[src/rtl/ga_sync_irq_gen.sv]
// ga_sync_irq_gen: CRTC HSYNC/VSYNC re-timing and raster interrupt generation for the gate array.
// Define GA_PRI_EN to add the programmable raster interrupt (pri_line) compare.
module ga_sync_irq_gen #(
  parameter int CNT_W     = 6,
  parameter int IRQ_DIV   = 52,
  parameter int IRQ_HALF  = 32,
  parameter int HS_DELAY  = 2,
  parameter int HS_WIDTH  = 4,
  parameter int VS_LINES  = 26,
  parameter int VS_RESYNC = 2,
  parameter int LINE_W    = 9
) (
  input  logic              clk_16,
  input  logic              reset,
  input  logic              cclk_en,
  input  logic              hsync_i,
  input  logic              vsync_i,
  input  logic              irq_ack,
  input  logic              irq_clr,
  input  logic [LINE_W-1:0] pri_line,
  output logic              hsync_o,
  output logic              vsync_o,
  output logic              int_n,
  output logic [CNT_W-1:0]  irq_cnt,
  output logic [LINE_W-1:0] line_cnt
);

  localparam int HS_MAX = HS_DELAY + HS_WIDTH;
  localparam int HS_CW  = $clog2(HS_MAX + 1);
  localparam int VS_CW  = $clog2(VS_LINES + 1);
  localparam int RS_CW  = (VS_RESYNC > 1) ? $clog2(VS_RESYNC) : 1;

  localparam logic [HS_CW-1:0] HS_DLY_C   = HS_CW'(HS_DELAY);
  localparam logic [HS_CW-1:0] HS_MAX_C   = HS_CW'(HS_MAX);
  localparam logic [VS_CW-1:0] VS_LAST_C  = VS_CW'(VS_LINES - 1);
  localparam logic [RS_CW-1:0] RS_LAST_C  = RS_CW'(VS_RESYNC - 1);
  localparam logic [CNT_W-1:0] IRQ_LAST_C = CNT_W'(IRQ_DIV - 1);
  localparam logic [CNT_W-1:0] IRQ_HALF_C = CNT_W'(IRQ_HALF);

  typedef enum logic [0:0] {VS_IDLE = 1'b0, VS_ACT = 1'b1} vs_state_t;

  logic              hs_smp_r, vs_smp_r;
  logic              hs_rise_s, le_s, vs_rise_s, vs_fall_s;
  logic [HS_CW-1:0]  hs_cnt_r, hs_cnt_nxt_s;
  logic              hsync_r, hsync_nxt_s;
  vs_state_t         vs_state_r, vs_state_nxt_s;
  logic [VS_CW-1:0]  vs_cnt_r;
  logic              vs_cnt_clr_s, vs_cnt_inc_s, vsync_s;
  logic              rs_act_r, rs_act_nxt_s, resync_s;
  logic [RS_CW-1:0]  rs_cnt_r, rs_cnt_nxt_s;
  logic [LINE_W-1:0] line_cnt_r, line_nxt_s;
  logic [CNT_W-1:0]  irq_cnt_r, irq_nxt_s;
  logic              int_n_r, int_n_nxt_s, irq_set_s;
  logic              pri_on_s, pri_hit_s;

  // Edges compare the live input against the previous tick's sample
  always_ff @(posedge clk_16) begin
    if (reset) begin
      hs_smp_r <= 1'b0;
      vs_smp_r <= 1'b0;
    end else if (cclk_en) begin
      hs_smp_r <= hsync_i;
      vs_smp_r <= vsync_i;
    end
  end

  assign hs_rise_s = cclk_en & hsync_i & ~hs_smp_r;
  assign le_s      = cclk_en & ~hsync_i & hs_smp_r;
  assign vs_rise_s = cclk_en & vsync_i & ~vs_smp_r;
  assign vs_fall_s = cclk_en & ~vsync_i & vs_smp_r;

  // HSYNC width counter and delayed, width-limited monitor pulse
  always_comb begin
    if (hs_rise_s) begin
      hs_cnt_nxt_s = {HS_CW{1'b0}};
    end else if (hsync_i && (hs_cnt_r != HS_MAX_C)) begin
      hs_cnt_nxt_s = hs_cnt_r + HS_CW'(1);
    end else begin
      hs_cnt_nxt_s = hs_cnt_r;
    end
    hsync_nxt_s = hsync_i && (hs_cnt_nxt_s >= HS_DLY_C) && (hs_cnt_nxt_s < HS_MAX_C);
  end

  // VSYNC FSM state and line counter
  always_ff @(posedge clk_16) begin
    if (reset) begin
      vs_state_r <= VS_IDLE;
      vs_cnt_r   <= {VS_CW{1'b0}};
    end else if (cclk_en) begin
      vs_state_r <= vs_state_nxt_s;
      if (vs_cnt_clr_s) begin
        vs_cnt_r <= {VS_CW{1'b0}};
      end else if (vs_cnt_inc_s) begin
        vs_cnt_r <= vs_cnt_r + VS_CW'(1);
      end
    end
  end

  // VSYNC FSM next state; line limit and vsync_i fall both end the pulse
  always_comb begin
    vs_state_nxt_s = vs_state_r;
    case (vs_state_r)
      VS_IDLE: begin
        if (vs_rise_s) vs_state_nxt_s = VS_ACT;
        else           vs_state_nxt_s = VS_IDLE;
      end
      VS_ACT: begin
        if (vs_rise_s)                             vs_state_nxt_s = VS_ACT;
        else if (vs_fall_s)                        vs_state_nxt_s = VS_IDLE;
        else if (le_s && (vs_cnt_r == VS_LAST_C))  vs_state_nxt_s = VS_IDLE;
        else                                       vs_state_nxt_s = VS_ACT;
      end
      default: vs_state_nxt_s = VS_IDLE;
    endcase
  end

  // VSYNC FSM outputs
  always_comb begin
    vs_cnt_clr_s = vs_rise_s;
    vs_cnt_inc_s = (vs_state_r == VS_ACT) && le_s;
    vsync_s      = (vs_state_r == VS_ACT);
  end

  // Resync tracker and frame line counter
  always_comb begin
    rs_act_nxt_s = rs_act_r;
    rs_cnt_nxt_s = rs_cnt_r;
    resync_s     = 1'b0;
    if (vs_rise_s) begin
      rs_act_nxt_s = 1'b1;
      rs_cnt_nxt_s = {RS_CW{1'b0}};
    end else if (le_s && rs_act_r) begin
      if (rs_cnt_r == RS_LAST_C) begin
        resync_s     = 1'b1;
        rs_act_nxt_s = 1'b0;
      end else begin
        rs_cnt_nxt_s = rs_cnt_r + RS_CW'(1);
      end
    end else begin
      rs_cnt_nxt_s = rs_cnt_r;
    end
    if (vs_rise_s)  line_nxt_s = {LINE_W{1'b0}};
    else if (le_s)  line_nxt_s = line_cnt_r + LINE_W'(1);
    else            line_nxt_s = line_cnt_r;
  end

`ifdef GA_PRI_EN
  assign pri_on_s  = (pri_line != {LINE_W{1'b0}});
  assign pri_hit_s = pri_on_s & le_s & ((line_cnt_r + LINE_W'(1)) == pri_line);
`else
  logic unused_pri_s;
  assign pri_on_s     = 1'b0;
  assign pri_hit_s    = 1'b0;
  assign unused_pri_s = ^pri_line;
`endif

  // Interrupt counter and request; clr beats set, set beats ack on int_n
  always_comb begin
    irq_nxt_s = irq_cnt_r;
    irq_set_s = 1'b0;
    if (le_s) begin
      if (resync_s) begin
        irq_nxt_s = {CNT_W{1'b0}};
        irq_set_s = (irq_cnt_r >= IRQ_HALF_C) && !pri_on_s;
      end else if (irq_cnt_r == IRQ_LAST_C) begin
        irq_nxt_s = {CNT_W{1'b0}};
        irq_set_s = !pri_on_s;
      end else begin
        irq_nxt_s = irq_cnt_r + CNT_W'(1);
      end
    end else begin
      irq_nxt_s = irq_cnt_r;
    end
    irq_set_s = irq_set_s | pri_hit_s;
    if (irq_clr) begin
      irq_nxt_s   = {CNT_W{1'b0}};
      int_n_nxt_s = 1'b1;
    end else if (irq_set_s) begin
      int_n_nxt_s = 1'b0;
      if (irq_ack) irq_nxt_s = irq_nxt_s & ~IRQ_HALF_C;
      else         irq_nxt_s = irq_nxt_s;
    end else if (irq_ack) begin
      int_n_nxt_s = 1'b1;
      irq_nxt_s   = irq_nxt_s & ~IRQ_HALF_C;
    end else begin
      int_n_nxt_s = int_n_r;
    end
  end

  // Tick-gated state registers
  always_ff @(posedge clk_16) begin
    if (reset) begin
      hs_cnt_r   <= {HS_CW{1'b0}};
      hsync_r    <= 1'b0;
      rs_act_r   <= 1'b0;
      rs_cnt_r   <= {RS_CW{1'b0}};
      line_cnt_r <= {LINE_W{1'b0}};
      irq_cnt_r  <= {CNT_W{1'b0}};
      int_n_r    <= 1'b1;
    end else if (cclk_en) begin
      hs_cnt_r   <= hs_cnt_nxt_s;
      hsync_r    <= hsync_nxt_s;
      rs_act_r   <= rs_act_nxt_s;
      rs_cnt_r   <= rs_cnt_nxt_s;
      line_cnt_r <= line_nxt_s;
      irq_cnt_r  <= irq_nxt_s;
      int_n_r    <= int_n_nxt_s;
    end
  end

  assign hsync_o  = hsync_r;
  assign vsync_o  = vsync_s;
  assign int_n    = int_n_r;
  assign irq_cnt  = irq_cnt_r;
  assign line_cnt = line_cnt_r;

endmodule

[config.mk]
export PLATFORM = sky130hd
export DESIGN_NAME = ga_sync_irq_gen
export DESIGN_NICKNAME = d
export VERILOG_FILES = /design/src/rtl/ga_sync_irq_gen.sv
export SDC_FILE = /design/constraint.sdc
export NUM_CORES = 1
export LEC_CHECK = 0
export CAP_MARGIN = 15
export CELL_PAD_IN_SITES_DETAIL_PLACEMENT = 2
export CELL_PAD_IN_SITES_GLOBAL_PLACEMENT = 2
export CORE_MARGIN = 3
export CORE_UTILIZATION = 33
export CTS_CLUSTER_DIAMETER = 50
export DETAILED_ROUTE_END_ITERATION = 7
export PLACE_DENSITY = 0.91
export SKIP_CTS_REPAIR_TIMING = 1
export SLEW_MARGIN = 20
export SYNTH_ARGS = -nofsm -noshare
export SYNTH_HDL_FRONTEND = slang
export SYNTH_SLANG_ARGS = --single-unit
[constraint.sdc]
create_clock -name clk_16 -period 2.7 [get_ports clk_16]
set_input_delay 0.54 -clock clk_16 [delete_from_list [all_inputs] [get_ports clk_16]]
set_output_delay 0.54 -clock clk_16 [all_outputs]
set_load 0.02 [all_outputs]
==> flow_summary.toml, run 1 <==
[run_status]
status = "complete, no violations"

[critical_path]
worstPathRequired_ns = 2.91
critical-path-max-stage-delay_ns = 0.76
start_kind = "primary input"
cp_max_fo = 10
path_buf_inv = 1
cpMostUsedCell = "a31oi_1"
timing.critical_path.max_delay_family = "compound AO/OA/AOI/OAI gates"
worst_setup_path_end_kind = "register"
crit_type = "primary input to register"
reg2reg_depth = 5
cpMaxStageDelayCell = "clkdlybuf4s50_1"
critical_path_arrival_ns = 2.31
path_cells = "clkdlybuf4s50_1 > nand3b_4 > a311oi_2 > a31oi_1 > a31oi_1"
path_depth = 5

[pwr]
p_comb_frac = 0.090
p_seq_frac = 0.462
finalPower_mw = 0.9949
clkPwrFrac = 0.448
p_sw_mw = 0.2320
p_int_mw = 0.7629
ir_worst_vdd_mv = 0.2189
leakage_nw = 0.7436
pwr_density_cell_nw_per_um2 = 486.6
sw_frac_of_total = 0.2332

[floorplan]
initial_core_util = 0.3569
die_h_um = 76.26
ios = 34
core_area_um2 = 4564
dieArea_um2 = 5816
fp.dieW_um = 76.26
num_rows = 24

[placed_design]
dp_cells = 267
dp_hpwl_um = 3226
gp_congestion = 0.7603
numPortBuffers = 24

[grt]
first_global_vias = 1614
grt_overflow = 0
grt_pass1_wl_um = 7803
grt_max_degree = 16
antenna_found_initial = 0
track_usage = 0.1619

[logic_synthesis]
syn_inst = 180
synthFlopType = "dfxtp_1"
synth.avg_cell_area_um2 = 9.050
netlist_area_um2 = 1629
yosys.area.top_type = "dfxtp_1"
ys_warn_count = 0
yosys.area.top_type_share = 0.3687
synth_nets = 203
synth-async-reset-ratio = 0
ys_ff_latch = 30
yosysSeqAreaShare = 0.3687
synth_cell_type_count = 45
synth.area.top_cells = "dfxtp_1, ha_1, a21oi_1"
synth-edff-count = 0

[cells_and_area]
nNetsFinal = 232
multi_input_area_um2 = 955.9
fillers = 521
fin_cells = 275
regArea_um2 = 600.6
syn_to_final_growth_pct = 25.50
diodes = 0
final_layout_size_suffix_gt1_frac = 0.09524

[timing]
final.period_utilization = 0.7782
finalHoldViolCount = 0
fin_setup_tns_ns = 0
holdWs_ns = 0.4860
maxSlewViolCount = 0
fin_skew_ns = 0.008055
setup_violations = 0
rsz0062_at_grt = "no"
timing.slew.headroom = 0.6775
worstMarginPinSlew_ns = 0.4837
fmax_mhz = 476.0
post-route-min-period_ns = 2.101

[cts]
cts_tree = "done"
cts_made_buffers = 5
clockRootBuffer = "clkbuf_8"
insertion_delay_ns = 0.28
cts_sinks = 30
htreeDepth = 2
clk_pin_slew_ns = 0.06
cts.path.max_buffers = 2

[flow_run]
cap_violations = 0

[route]
vias = 1486
antenna_left = 0
drtIter0Drc = 31
dr.pass1.iters = 4
drc = 0
routed_wl_um = 4345
vias_per_cell = 5.404
wire_per_inst_um = 15.80

[min_path]
holdPathStages = 2
hold_path.class = "register to register"
## cell type report
class                           count  area share
Multi-Input combinational cell    136      0.4676
Clock inverter                      1     0.01469
Clock buffer                        7     0.03733
Sequential cell                    30      0.2938
Tap cell                           65     0.03978
Inverter                            8     0.01469
Timing Repair Buffer               28      0.1322
## worst paths after layout
| path | slack (ns) | endpoint | start |
|---|---|---|---|
| hold / removal | 0.49 | line_cnt[8] | line_cnt[8] |
| setup reg to reg | 1.04 | line_cnt[8] | line_cnt[0] |
| hold reg to reg | 0.49 | line_cnt[8] | line_cnt[8] |
| setup / recovery | 0.60 | irq_cnt[4] | cclk_en |
## state kept, by name (all words and copies together), names as in the netlist
name	count
irq_cnt	6
vsync_o	1
line_cnt	9
vs_smp_r	1
rs_act_r	1
hs_smp_r	1
int_n	1
vs_cnt_r	5
hsync_o	1
rs_cnt_r	1
hs_cnt_r	3
## cells in the mapped netlist (2+ instances only)
library cell  number
o21ai_2            2
ha_1               7
buf_6              2
nand2_1           13
o21a_1             2
nand4b_1           3
a311oi_1           3
nor3b_1            2
and3b_1            3
a41oi_4            2
o211ai_1           3
a31oi_1            7
or3_1              2
o21ai_0            3
xor2_1             3
nor2_1            19
clkbuf_1           2
xnor2_1            2
nand3b_1           3
nand4_1            3
or4_1              4
and3_1             5
dfxtp_1           30
a21oi_1           16
mux2i_1            5
inv_1              8
o31ai_1            4
nand2b_1           2
nand3_1            4
## cell families (layout without fill, tap and decap cells)
kind of cell / after synthesis / count (layout) / synth area share
simple gates: 70 / 70 / 0.2473
compound gates: 49 / 49 / 0.2281
flops: 30 / 30 / 0.3687
buf+inv: 14 / 44 / 0.04455
fa+ha+maj: 7 / 7 / 0.05376
xor+xnor: 5 / 5 / 0.02689
mux: 5 / 5 / 0.03072
## layout by cell type, fill, tap and decap left out, drive strengths merged
cell type and instances:
or3 2, a311oi 4, inv 8, o21ai 6
nand3 4, a21o 1, and2b 2, dfxtp 30
xor2 3, or4 4, a211oi 1, xnor2 2
o31ai 4, o21a 2, clkbuf 7, clkdlybuf4s50 24
and3 5, ha 7, nor3b 2, a21oi 16
a41oi 2, o21bai 1, nand4 3, a22oi 1
or2 1, buf 4, and4b 1, nor2 19
nand2 14, mux2i 5, nand4b 3, bufinv 1
o41ai 1, a31oi 7, nand3b 4, and3b 3
o211ai 3, nand2b 2, nor2b 1
## metrics by stage
step,setup slack [ns],utilization,area [um^2]
2_1_floorplan,1.012,-,1629
3_3_place_gp,0.3610,0.4246,1938
3_5_place_dp,0.2816,0.4246,1938
4_1_cts,0.5865,0.4479,2044
5_1_grt,0.4528,0.4479,2044
6_report,0.5990,0.4479,2044
## worst reg2reg max path, delay by kind of cell, from the launching register on
kind                       cells  cell delay, ns
AOI/OAI and AO/OA              1            0.14
adders and majority gates      1            0.20
and+or+nand+nor                3            0.86
DFF                            1            0.39
## power groups by stage
stage	Combinational [mW]	Clock [mW]	Sequential [mW]
2_1_floorplan	0.0557	0	0.469
4_1_cts	0.0913	0.461	0.459
6_report	0.0896	0.446	0.459
3_3_place_gp	0.0873	0	0.468
5_1_grt	0.101	0.483	0.460
3_5_place_dp	0.0899	0	0.469
## layer usage
metal / routed length (um) / GRT usage
met1: 1996 / 0.1961
met2: 2178 / 0.2882
met3: 118 / 0.03428
met4: 52 / 0.04348
met5: 0 / 0
(Power assumes the default switching activity.)
==> run 2: changes to the inputs <==
Settings changed: CORE_UTILIZATION 33 to 27, PLACE_DENSITY 0.91 to 0.8.
Clock period 2.7 ns to 1.9 ns, I/O delays scaled along.
==> flow_summary.toml, run 2 (synthesis gave the netlist of run 1 again) <==
[critical_path]
start_kind = "register"
worstPathRequired_ns = 1.52
path_buf_inv = 1
timing.critical_path.max_delay_family = "buffers and inverters"
crit_type = "register to primary output"
critical_path_arrival_ns = 1.42
cpMaxStageDelayCell = "clkdlybuf4s50_1"
critical-path-max-stage-delay_ns = 0.66
path_depth = 1
cp-endpoint = "irq_cnt[4]"
reg2reg_depth = 5
worst_setup_path_end_kind = "primary output"
rr_startpoint = "line_cnt[0]"
cp_max_fo = 6
r2r_setup_slack_ns = 0.23
crit_start = "irq_cnt[4]"
reg2reg_to = "line_cnt[8]"
path_cells = "clkdlybuf4s50_1"

[floorplan]
initial_core_util = 0.2870
num_rows = 27
dieArea_um2 = 7002
ios = 34
fp.dieW_um = 83.68
core_area_um2 = 5675
die_h_um = 83.68

[cells_and_area]
fillers = 657
diodes = 0
largest_register_ffs = 9
final_cell_mix = "dfxtp_1, clkdlybuf4s50_1, buf_4"
final_layout_size_suffix_gt1_frac = 0.1726
syn_to_final_growth_pct = 34.02
nNetsFinal = 250
layout_commonest_cell = "dfxtp_1"

[min_path]
hold_path.class = "register to register"

[route]
dr.pass1.iters = 4
vias = 1531
antenna_left = 0
routed_wl_um = 4781
drtIter0Drc = 47
drc = 0
wire_per_inst_um = 16.04
vias_per_cell = 5.138

[timing]
finalHoldViolCount = 0
post-route-min-period_ns = 1.801
final.period_utilization = 0.9477
maxSlewViolCount = 0
setup_violations = 0
fmax_mhz = 555.4
fin_skew_ns = 0.003395
worstMarginPinSlew_ns = 0.3152
rsz0062_at_grt = "no"
holdWs_ns = 0.4871
timing.slew.headroom = 0.7892

[pwr]
pwr_density_cell_nw_per_um2 = 613.3
ir_worst_vdd_mv = 0.2148
leakage_nw = 0.8281
finalPower_mw = 1.339

[flow_run]
cap_violations = 0

[grt]
track_usage = 0.1424
first_global_vias = 1622
grt_overflow = 0
grt_max_degree = 14
grt_pass1_wl_um = 7969
antenna_found_initial = 0

[placed_design]
gp_congestion = 0.7676
numPortBuffers = 24
dp_hpwl_um = 3618

[cts]
cts_made_buffers = 5
cts_tree = "done"
cts.path.max_buffers = 2
clockRootBuffer = "clkbuf_8"
insertion_delay_ns = 0.28
htreeDepth = 2
clk_pin_slew_ns = 0.06
cts_sinks = 30

[run_status]
status = "complete, no violations"
[run 2: worst register-to-register path, stage by stage, from the launching register on]
cell and delay, ns:
dfxtp_1 0.41, ha_1 0.20, and3_1 0.21, nand3_1 0.16
or4_1 0.49, a21oi_1 0.14
[run 2: worst min-delay path by stage]
stage | from | to | depth (start not counted) | slack (ns)
2_1_floorplan | reset | vsync_o | 1 | 0.45
3_3_place_gp | line_cnt[8] | line_cnt[8] | 2 | 0.46
3_5_place_dp | vs_cnt_r[4] | vs_cnt_r[4] | 2 | 0.48
4_1_cts | line_cnt[8] | line_cnt[8] | 2 | 0.49
5_1_grt | vs_cnt_r[4] | vs_cnt_r[4] | 2 | 0.54
6_report | line_cnt[8] | line_cnt[8] | 2 | 0.49
[run 2: per-layer routing]
metal,part of all wire,track usage,vias up
li1,-,-,757
met1,0.46,0.1747,742
met2,0.49,0.2415,27
met3,0.033,0.02962,5
met4,0.018,0.05702,0
met5,0,0,-
[run 2: cell type report]
type | instances | area [um^2] | share of cell area
sequential | 30 | 600.6 | 0.2751
clock buffer | 6 | 82.58 | 0.03782
inverter | 8 | 30.03 | 0.01375
tap | 72 | 90.09 | 0.04126
timing repair buffer | 46 | 417.9 | 0.1914
multi-input combinational | 136 | 962.2 | 0.4407
[run 2: report_power, final]
group / leakage (nW) / switching, mW / internal, mW
Clock: 0.0431 / 0.244 / 0.279
Sequential: 0.243 / 0.0142 / 0.639
Combinational: 0.542 / 0.0840 / 0.0788
Total: 0.828 / 0.342 / 0.997
[run 2: stage by stage]
step	setup WS, ns	utilization	setup TNS [ns]	cells	area [um^2]
floorplan	0.2647	-	0	180	1629
global placement	-0.06555	0.3690	-0.3214	292	2095
detailed placement	-0.1491	0.3690	-0.8095	292	2095
CTS	0.09910	0.3836	0	298	2177
global route	0.02270	0.3847	0	298	2183
finish	0.09942	0.3847	0	298	2183
==> run 3: changes to the inputs <==
==> constraint.sdc (replaced) <==
create_clock -name clk_16 -period 1.9 [get_ports clk_16]
set_input_delay 0.38 -clock clk_16 [delete_from_list [all_inputs] [get_ports clk_16]]
set_output_delay 0.38 -clock clk_16 [all_outputs]
set_load 0.005 [all_outputs]
==> flow_summary.toml, run 3 (synthesis gave the netlist of run 1 again) <==
[critical_path]
worst_setup_path_end_kind = "register"
critical_path_arrival_ns = 1.97
start_kind = "primary input"
cp_max_fo = 8
crit_type = "primary input to register"
worstPathRequired_ns = 2.12

[pwr]
clkPwrFrac = 0.394
ir_worst_vdd_mv = 0.2882
finalPower_mw = 1.336
p_sw_mw = 0.3410
sw_frac_of_total = 0.2552
pwr_density_cell_nw_per_um2 = 618.0
p_comb_frac = 0.116
leakage_nw = 0.8164
p_seq_frac = 0.489
p_int_mw = 0.9951

[grt]
first_global_vias = 1694
grt_overflow = 0
grt_max_degree = 14
track_usage = 0.1459
grt_pass1_wl_um = 8252
antenna_found_initial = 0

[cts]
cts_sinks = 30
cts.path.max_buffers = 2
cts_tree = "done"
clk_pin_slew_ns = 0.06
cts_made_buffers = 5
htreeDepth = 2
clockRootBuffer = "clkbuf_8"
insertion_delay_ns = 0.28

[timing]
setup_violations = 0
fmax_mhz = 571.0
rsz0062_at_grt = "no"
fin_skew_ns = 0.004160
fin_setup_tns_ns = 0
maxSlewViolCount = 0
holdWs_ns = 0.4851
finalHoldViolCount = 0
worstMarginPinSlew_ns = 0.4125
timing.slew.headroom = 0.7231
final.period_utilization = 0.9217
post-route-min-period_ns = 1.751

[floorplan]
die_h_um = 83.68
fp.dieW_um = 83.68
num_rows = 27
ios = 34
dieArea_um2 = 7002
initial_core_util = 0.2870
core_area_um2 = 5675

[min_path]
hold_path.class = "register to register"

[cells_and_area]
syn_to_final_growth_pct = 32.72
nNetsFinal = 248
final_layout_size_suffix_gt1_frac = 0.1607
layout_commonest_cell = "dfxtp_1"
fin_cells = 296
largest_register_ffs = 9
final_cell_mix = "dfxtp_1, clkdlybuf4s50_1, nor2_1, buf_4, a21oi_1"
diodes = 0
fillers = 643

[route]
drtIter0Drc = 24
vias = 1540
drc = 0
wire_per_inst_um = 15.80
dr.pass1.iters = 4
antenna_left = 0
routed_wl_um = 4677
vias_per_cell = 5.203

[flow_run]
cap_violations = 0

[placed_design]
numPortBuffers = 24
dp_cells = 290
dp_hpwl_um = 3509
gp_congestion = 0.7121

[run_status]
status = "complete, no violations"
## run 3: cell types whose count changed in the layout (fill, tap and decap cells not counted)
cell | before | now
a311oi_1 | 2 | 3
a311oi_2 | 2 | 1
buf_4 | 21 | 19
## run 3: area by class of cell
cell class,count,area [um^2],area share
repair buffers,44,402.9,0.1863
well taps,72,90.09,0.04167
inverters,8,30.03,0.01389
clock buffers,6,82.58,0.03819
multi-input cells,136,955.9,0.4421
flip-flops and latches,30,600.6,0.2778
## run 3: worst paths after layout
| path | from | to | slack, ns | cells after the start |
|---|---|---|---|---|
| min reg2reg | line_cnt[8] | line_cnt[8] | 0.49 | 2 |
| max reg2reg | line_cnt[0] | line_cnt[8] | 0.25 | 5 |
| max | hsync_i | hsync_o | 0.15 | 6 |
| min | line_cnt[8] | line_cnt[8] | 0.49 | 2 |
## run 3: per-layer routing
metal / up-vias / track usage / routed length, um / part of all wire
li1: 750 / - / - / -
met1: 758 / 0.1693 / 2089 / 0.45
met2: 25 / 0.2567 / 2365 / 0.51
met3: 7 / 0.02567 / 125 / 0.027
met4: 0 / 0.07018 / 97 / 0.021
met5: - / 0 / 0 / 0
## run 3: metrics by stage
stage | worst slack, ns | area [um^2] | util
after floorplan | 0.3723 | 1629 | -
after global placement | -0.07742 | 2079 | 0.3664
after detailed placement | -0.1523 | 2079 | 0.3664
after CTS | 0.1529 | 2162 | 0.3810
after global routing | 0.0004567 | 2162 | 0.3810
final | 0.1488 | 2162 | 0.3810
## run 3: critical path, cell delays in order
cell and delay, ns:
clkdlybuf4s50_1 0.51, buf_4 0.21, and4b_1 0.18, a311oi_1 0.36, nand4_1 0.15, a31oi_1 0.18
## run 3: power groups by stage
stage	Sequential [mW]	Clock (mW)	Combinational, mW
after global placement	0.666	0	0.151
final	0.653	0.527	0.156
after global routing	0.655	0.580	0.173
after floorplan	0.663	0	0.0792
after detailed placement	0.668	0	0.157
after CTS	0.654	0.548	0.159
